`src/rtl/hp_tracker.sv`:
```
// Player HP state machine feeding the HP bar renderer and the soul sprite flags.
// Optional frame-counted regeneration is built only when HP_REGEN_EN is defined.
module hp_tracker #(
    parameter int unsigned HP_MAX       = 20,
    parameter int unsigned IFRAMES      = 60,
    parameter int unsigned BAR_X0       = 50,
    parameter int unsigned BAR_W        = 100,
    parameter int unsigned REGEN_FRAMES = 120
) (
    input  logic       Pclk,
    input  logic       rst,
    input  logic       frame_tick,
    input  logic       hit,
    input  logic [4:0] hit_dmg,
    input  logic       heal,
    input  logic [4:0] heal_amt,
    input  logic       revive,
    output logic [5:0] hp,
    output logic [9:0] hp_fill_x,
    output logic       hit_ack,
    output logic       invuln,
    output logic       blink,
    output logic       dead
);

    typedef enum logic [1:0] {
        ALIVE  = 2'd0,
        INVULN = 2'd1,
        DEAD   = 2'd2
    } state_t;

    localparam logic [5:0] HP_FULL   = 6'(HP_MAX);
    localparam logic [7:0] IFR_LOAD  = 8'(IFRAMES);
    localparam logic [9:0] FILL_FULL = 10'(BAR_X0 + BAR_W);

    if (HP_MAX < 1 || HP_MAX > 63 || IFRAMES < 1 || IFRAMES > 255 || REGEN_FRAMES < 1) begin : gBadParams
        $error("hp_tracker: parameter out of legal range");
    end

    state_t     state_q, state_d;
    logic [5:0] hp_q, hp_d;
    logic [7:0] ifr_q, ifr_d;
    logic [1:0] blinkCnt_q, blinkCnt_d;
    logic       blink_q, blink_d;
    logic       ack_q, ack_d;
    logic [9:0] fill_q;

    logic [6:0] healSum;
    logic [5:0] healSat;
    logic [5:0] hitResult;

    // Heal is summed at 7 bits so a large heal_amt cannot wrap past HP_MAX.
    assign healSum   = {1'b0, hp_q} + {2'b00, heal_amt};
    assign healSat   = (healSum > {1'b0, HP_FULL}) ? HP_FULL : healSum[5:0];
    assign hitResult = ({1'b0, hit_dmg} >= hp_q) ? 6'd0 : hp_q - {1'b0, hit_dmg};

`ifdef HP_REGEN_EN
    localparam logic [15:0] REGEN_LAST = 16'(REGEN_FRAMES - 1);
    logic [15:0] regen_q, regen_d;
`endif

    always_comb begin
        state_d    = state_q;
        hp_d       = hp_q;
        ifr_d      = ifr_q;
        blinkCnt_d = blinkCnt_q;
        blink_d    = blink_q;
        ack_d      = 1'b0;
`ifdef HP_REGEN_EN
        regen_d    = regen_q;
`endif
        case (state_q)
            ALIVE: begin
                if (hit) begin
                    hp_d  = hitResult;
                    ack_d = 1'b1;
`ifdef HP_REGEN_EN
                    regen_d = '0;
`endif
                    if (hitResult == 6'd0) begin
                        state_d = DEAD;
                    end else begin
                        state_d    = INVULN;
                        ifr_d      = IFR_LOAD;
                        blinkCnt_d = 2'd0;
                        blink_d    = 1'b0;
                    end
                end else if (heal) begin
                    hp_d = healSat;
`ifdef HP_REGEN_EN
                    regen_d = '0;
`endif
                end
`ifdef HP_REGEN_EN
                else if (frame_tick && hp_q != 6'd0 && hp_q < HP_FULL) begin
                    if (regen_q == REGEN_LAST) begin
                        hp_d    = hp_q + 6'd1;
                        regen_d = '0;
                    end else begin
                        regen_d = regen_q + 16'd1;
                    end
                end
`endif
            end
            INVULN: begin
                if (heal) begin
                    hp_d = healSat;
`ifdef HP_REGEN_EN
                    regen_d = '0;
`endif
                end
                if (frame_tick) begin
                    ifr_d = ifr_q - 8'd1;
                    if (ifr_q == 8'd1) begin
                        state_d    = ALIVE;
                        blinkCnt_d = 2'd0;
                        blink_d    = 1'b0;
                    end else begin
                        blinkCnt_d = blinkCnt_q + 2'd1;
                        if (blinkCnt_q == 2'd3) begin
                            blink_d = ~blink_q;
                        end
                    end
                end
            end
            DEAD: begin
                if (revive) begin
                    state_d    = ALIVE;
                    hp_d       = HP_FULL;
                    blinkCnt_d = 2'd0;
                    blink_d    = 1'b0;
`ifdef HP_REGEN_EN
                    regen_d = '0;
`endif
                end
            end
            default: state_d = ALIVE;
        endcase
    end

    always_ff @(posedge Pclk or posedge rst) begin
        if (rst) begin
            state_q    <= ALIVE;
            hp_q       <= HP_FULL;
            ifr_q      <= 8'd0;
            blinkCnt_q <= 2'd0;
            blink_q    <= 1'b0;
            ack_q      <= 1'b0;
            fill_q     <= FILL_FULL;
        end else begin
            state_q    <= state_d;
            hp_q       <= hp_d;
            ifr_q      <= ifr_d;
            blinkCnt_q <= blinkCnt_d;
            blink_q    <= blink_d;
            ack_q      <= ack_d;
            fill_q     <= 10'(BAR_X0 + (32'(hp_q) * BAR_W) / HP_MAX);
        end
    end

`ifdef HP_REGEN_EN
    always_ff @(posedge Pclk or posedge rst) begin
        if (rst) begin
            regen_q <= '0;
        end else begin
            regen_q <= regen_d;
        end
    end
`endif

    assign hp        = hp_q;
    assign hp_fill_x = fill_q;
    assign hit_ack   = ack_q;
    assign invuln    = (state_q == INVULN);
    assign dead      = (state_q == DEAD);
    assign blink     = blink_q;

endmodule

```
`config.mk`:
```
export PLATFORM = sky130hd
export DESIGN_NAME = hp_tracker
export DESIGN_NICKNAME = d
export VERILOG_FILES = /design/src/rtl/hp_tracker.sv
export SDC_FILE = /design/constraint.sdc
export NUM_CORES = 1
export LEC_CHECK = 0
export BUFFER_PORTS_ARGS = -buffer_cell sky130_fd_sc_hd__buf_2
export CORE_UTILIZATION = 40
export CTS_CLUSTER_SIZE = 20
export DETAILED_ROUTE_END_ITERATION = 6
export PLACE_DENSITY_LB_ADDON = 0.15
export RECOVER_POWER = 50
export SLEW_MARGIN = 20
export SYNTH_ARGS = -nofsm -noshare
export SYNTH_HDL_FRONTEND = slang
export SYNTH_SLANG_ARGS = --single-unit
```
`constraint.sdc`:
```
create_clock -name Pclk -period 13.1 [get_ports Pclk]
set_clock_uncertainty 0.05 [all_clocks]
set_input_delay 0 -clock Pclk [delete_from_list [all_inputs] [get_ports Pclk]]
set_output_delay 0 -clock Pclk [all_outputs]
set_load 0.005 [all_outputs]
```
# [After elaboration in Yosys (flattened, before gate mapping)]
# Cells that the tools add are included.
[op_classes] add_sub_neg=5 n_mul=1 div_mod_pow=1 n_lt_le_gt_ge=2 n_eq_ne=10 mux=30 n_bitwise=1 reduce_logical=9
[op_table] cell="13-bit by 5-bit divider with 32-bit output, second input constant" n=1
[op_table] cell="6-bit 2-to-1 mux" n=5
[op_table] cell="8-bit 2-to-1 mux" n=3
[op_table] cell="2-bit 2-to-1 mux" n=9
[op_table] cell="6-bit case mux with 3 select lines" n=1
[op_table] cell="8-bit case mux with 2 select lines" n=1
[op_table] cell="2-bit case mux with 3 select lines" n=2
[op_table] cell="6-bit by 5-bit multiplier with 11-bit output, second input constant" n=1
[op_table] cell="6-bit by 10-bit adder with 10-bit output, first input constant" n=1
[op_table] cell="8-bit by 1-bit equality test with 1-bit output, second input constant" n=1
[op_table] cell="1-bit 2-to-1 mux" n=8
[op_table] cell="2-bit inequality test, second input constant" n=4
[op_table] cell="4-bit AND reduction" n=2
[op_table] cell="8-bit by 1-bit subtractor with 8-bit output, second input constant" n=1
[op_table] cell="6-bit by 5-bit adder with 7-bit output" n=1
[op_table] cell="7-bit by 5-bit greater-than comparator with 1-bit output, second input constant" n=1
[op_table] cell="5-bit by 6-bit >= comparator with 1-bit output" n=1
[op_table] cell="6-bit zero test" n=1
[op_table] cell="6-bit AND reduction" n=1
[op_table] cell="6-bit by 5-bit subtractor with 6-bit output" n=1
[op_table] cell="5-bit AND reduction" n=1
[op_table] cell="2-bit equality test, second input constant" n=2
[op_table] cell="3-bit by 1-bit inequality test with 1-bit output, second input constant" n=1
[op_table] cell="1-bit case mux with 3 select lines" n=1
[op_table] cell="8 further kinds" n=8
[word_totals] reg_bits=30 input_bits=16 output_inout_bits=20 word_cells=66

# [Depth between registers and ports, before layout]
[logic_depth] word_depth=6 depth_mapped=43 depth_no_buf=37

# [Worst setup path before layout]
# Ideal clock, no wire load.
[synth_path] path_kind="register -> register" start="register hp_q[2], in the netlist hp[2]" end="register fill_q[7], in the netlist hp_fill_x[7]" setup_time_ns=0.089 arrival_time_ns=9.851 required_ns=12.961 setup_slack_ns=3.109 path_stages_with_launch=42 n_path_buf=6 period_less_slack_ns=9.991 cell_sequence="dfstp_2 > clkbuf_1 > clkinv_1 > ha_1 > ha_1 > ha_1 > fa_1 > xnor2_1 > nand4_1 > a21oi_2 > o21a_1 > buf_6 > inv_6 > ha_1 > o21ai_2 > o2111a_2 > nor4_4 > or4_1 > (+6 left out) > nand4_2 > or3b_1 > buf_6 > nor2_2 > mux2_4 > or4b_1 > and3_4 > nor3b_4 > buf_6 > a21oi_1 > xnor2_1 > or4_4 > nand4_4 > ha_1 > nand2_1 > nand3_1 > nand2_1 > xnor2_1"
[synth_between] elab_chain_len=3
[synth_rtl] item="start: declaration" line="41" source="logic [5:0] hp_q, hp_d;"
[synth_rtl] item="start signal: assignment" line="152" source="hp_q <= hp_d;"
[synth_rtl] item="6-bit by 5-bit multiplier with 11-bit output" line="157" source="fill_q <= 10'(BAR_X0 + (32'(hp_q) * BAR_W) / HP_MAX);"
[synth_rtl] item="13-bit by 5-bit divider with 32-bit output" line="157"
[synth_rtl] item="6-bit by 10-bit adder with 10-bit output" line="157"
[synth_rtl] item="end signal: assignment" line="157"
[synth_rtl] item="end: declaration" line="46" source="logic [9:0] fill_q;"
# No other way between the ends.
# A chain may end at the register's enable or synchronous reset.

# [Worst setup path after layout]
# Ends and elaborated chain as after synthesis.

==> flow_summary.yaml <==
outcome:
  status: "finished, violations left"
  violations: "capacitance limit, slew limit"
synthesis:
  synth_top_area_share: 0.0935
  netlist_area_um2: 6420
  synthTopCellsByArea: "dfrtp_1 9.3%, ha_1 9.2%, xnor2_1 5.6%"
  synth_xor_area_frac: 0.0732
  synth_warnings: 0
  yosysUniqueCellTypes: 116
  synth_top_family_by_area: "compound AO/OA/AOI/OAI gates"
  syn_nets: 906
  synth_flop_cell: "dfrtp_1"
  synth_edf_count: 0
  syn_inst: 840
  yosys-top-cells-count: "77 x nand2_1, 62 x a21oi_1, 57 x nor2_1"
  avgSynthCellArea_um2: 7.65
  synth_most_common_cell: "nand2_1"
  synth_top_area_cell: "dfrtp_1"
  synth-compound-area-share: 0.346
  async_flop_share: 1.00
  ys_seq_area_frac: 0.118
  yosys-mux-area-fraction: 0.0347
  yosys_register_bits: 30
  synthSimpleGateAreaFrac: 0.275
  yosys.area_share.adder: 0.103
clocking:
  post_cts_buffers: 0
  root_buffer: "clkbuf_16"
  cts_max_level: 2
  cts_tree: "yes"
  cts_resized: 0
  cts_max_path_buffers: 2
  cts.clk_slew.worst_paths_ps: 50
  numCtsBuffers: 5
  clk_latency_ps: 270
  clkSinkCount: 30
flow_run:
  drv_cap: 1
final_layout:
  nNetsFinal: 925
  final_layout_size_suffix_gt1_frac: 0.149
  antennaDiodeCount: 0
  utilization: 0.446
  area_growth_pct: 7.13
floorplanning:
  start_util: 0.416
  die_area_um2: 16600
  core_um2: 15400
  num_rows: 45
  die_w_um: 129
  die_y_um: 129
  ios: 36
setup_path:
  r2r-end: "hp_fill_x[7]"
  r2r-start: "hp[2]"
  cp_slowest_cell: "dfstp_2"
  worst_ep_arrival_time_ps: 12110
  crit_path_max_incr_delay_ps: 740
  path_buf_inv: 2
  ff2ff_path_depth: 35
  cp_max_fo: 24
  cpLargestDelayFamily: "simple AND/OR/NAND/NOR gates"
  crit_path_end_kind: "flip-flop"
  path_depth: 35
  rrSetupSlack_ps: 1100
  crit_required_ps: 13220
  crit_type: "reg2reg"
  cp_common_cell: "ha_1"
  startpoint_type: "flip-flop"
global_routing:
  grt_pass1_vias: 6052
  met1_usage: 0.323
  grt_pass1_wl_um: 31200
  busiest_layer: "met2"
  met2_usage: 0.392
  grt_antenna_before_repair: 0
  overflow: 0
  grt_max_degree: 31
  met3_usage: 0.0146
  grtUsageTotal: 0.231
route:
  drt-wirelength-per-cell_um: 17.7
  drc: 0
  drtPass1Iterations: 5
  dr_total_vias: 6559
  wl_um: 19000
  drtIter0Drc: 540
  ant_nets: 0
  viasPerCell: 6.12
min_path:
  hp-start: "revive"
  holdPathEnd: "hp[2]"
  min_path_cells: 5
  hp-class: "in2reg"
timing:
  setup_viol: 0
  rsz0062_at_grt: "false"
  hold_violations: 0
  slew_viol_final: 31
  fin_crit_ps: 12000
  max_slew_margin: -0.0428
  tightest_slew_ps: 1560
  setup_tns_ps: 0
  finalCritPeriodShare: 0.916
  clock.fmax_ghz: 0.0834
placed_design:
  portBuffers: 35
  place_hpwl_um: 14900
  gp_congestion: 0.907
sequential cells by signal, indices dropped and copies added (netlist names):
name	flops
blink	1
blinkCnt_q	2
hit_ack	1
hp	6
hp_fill_x	10
ifr_q	8
state_q	2
placed cells by master, fill, tap and decap left out, types with 5 or more instances in the layout:
master,Yosys,final
o21a_1,6,6
and2_1,13,13
o21ai_1,8,9
buf_2,12,29
nand3_1,37,37
nor3_1,30,30
nor4_1,11,11
nor2_1,57,57
clkbuf_1,12,8
a22oi_1,7,7
a211oi_1,9,9
xor2_1,9,9
xnor2_1,41,41
a22o_1,7,7
a31oi_1,11,11
a21o_1,13,13
o31ai_1,9,9
o211a_1,5,5
nor2b_1,9,9
nand4_1,9,9
ha_1,47,47
or3_1,7,7
clkbuf_16,0,5
o22ai_1,15,15
mux2i_1,10,10
dfrtp_1,24,24
or2_2,6,6
nand2b_1,9,9
o2111ai_1,8,8
a21oi_1,62,62
inv_1,34,34
o21ai_0,45,44
a211o_1,6,6
o211ai_1,16,16
nand2_1,77,77
and3_1,9,9
dfstp_2,6,6
layout make-up:
| class | instances | area (µm²) |
|---|---|---|
| Fill cell | 1616 | 8550 |
| Multi-Input combinational cell | 740 | 5340 |
| Sequential cell | 30 | 758 |
| Tap cell | 211 | 264 |
| Timing Repair Buffer | 43 | 231 |
| Inverter | 39 | 151 |
| Clock buffer | 6 | 129 |
| Clock inverter | 2 | 10.0 |
worst max path at each step:
stage                         to   from  slack [ps]
floorplan           hp_fill_x[7]  hp[2]        3110
global placement    hp_fill_x[7]  hp[2]        1400
detailed placement  hp_fill_x[7]  hp[2]        1180
CTS                 hp_fill_x[7]  hp[2]        1140
global route        hp_fill_x[7]  hp[2]         320
finish              hp_fill_x[7]  hp[2]        1100
metrics by stage:
step | setup slack (ps) | instance area, µm² | std cells | hold slack (ps)
5_1_grt | 319 | 6880 | 1071 | 235
4_1_cts | 1140 | 6890 | 1071 | 201
3_3_place_gp | 1400 | 6720 | 1060 | 42.6
3_5_place_dp | 1180 | 6720 | 1060 | 55.5
2_1_floorplan | 3110 | 6420 | 840 | 36.4
6_report | 1100 | 6880 | 1071 | 212
kinds of logic (layout without fill, tap and decap cells):
group,count (synthesis),count (layout)
multiplexers,19,19
AND/OR/NAND/NOR,317,317
AO/OA/AOI/OAI,301,301
XOR/XNOR,52,52
buffers and inverters,70,90
adder cells (fa/ha/maj),51,51
flip-flops,30,30
worst register-to-register path: cells and delay by family (launching register included):
family	cells	cell delay [ps]
buffers and inverters	2	440
flip-flops	1	740
XOR/XNOR	1	160
multiplexers	2	590
adder cells (fa/ha/maj)	6	2040
AO/OA/AOI/OAI	8	2700
AND/OR/NAND/NOR	16	5170
repair_timing:
action                                 in CTS  in global routing
setup endpoints to repair                   0                  0
endpoints found under the hold margin      27                  0
hold buffers                                3                  0
layer usage:
| metal | vias to the layer above | routed length [µm] |
|---|---|---|
| met5 | - | 0 |
| met4 | 0 | 229 |
| met3 | 28 | 797 |
| met2 | 191 | 8740 |
| met1 | 3073 | 9220 |
| li1 | 3267 | - |
Power is left out: the tool's default activity adds up to more than one toggle a clock period on the data nets, which glitch-free logic cannot reach.
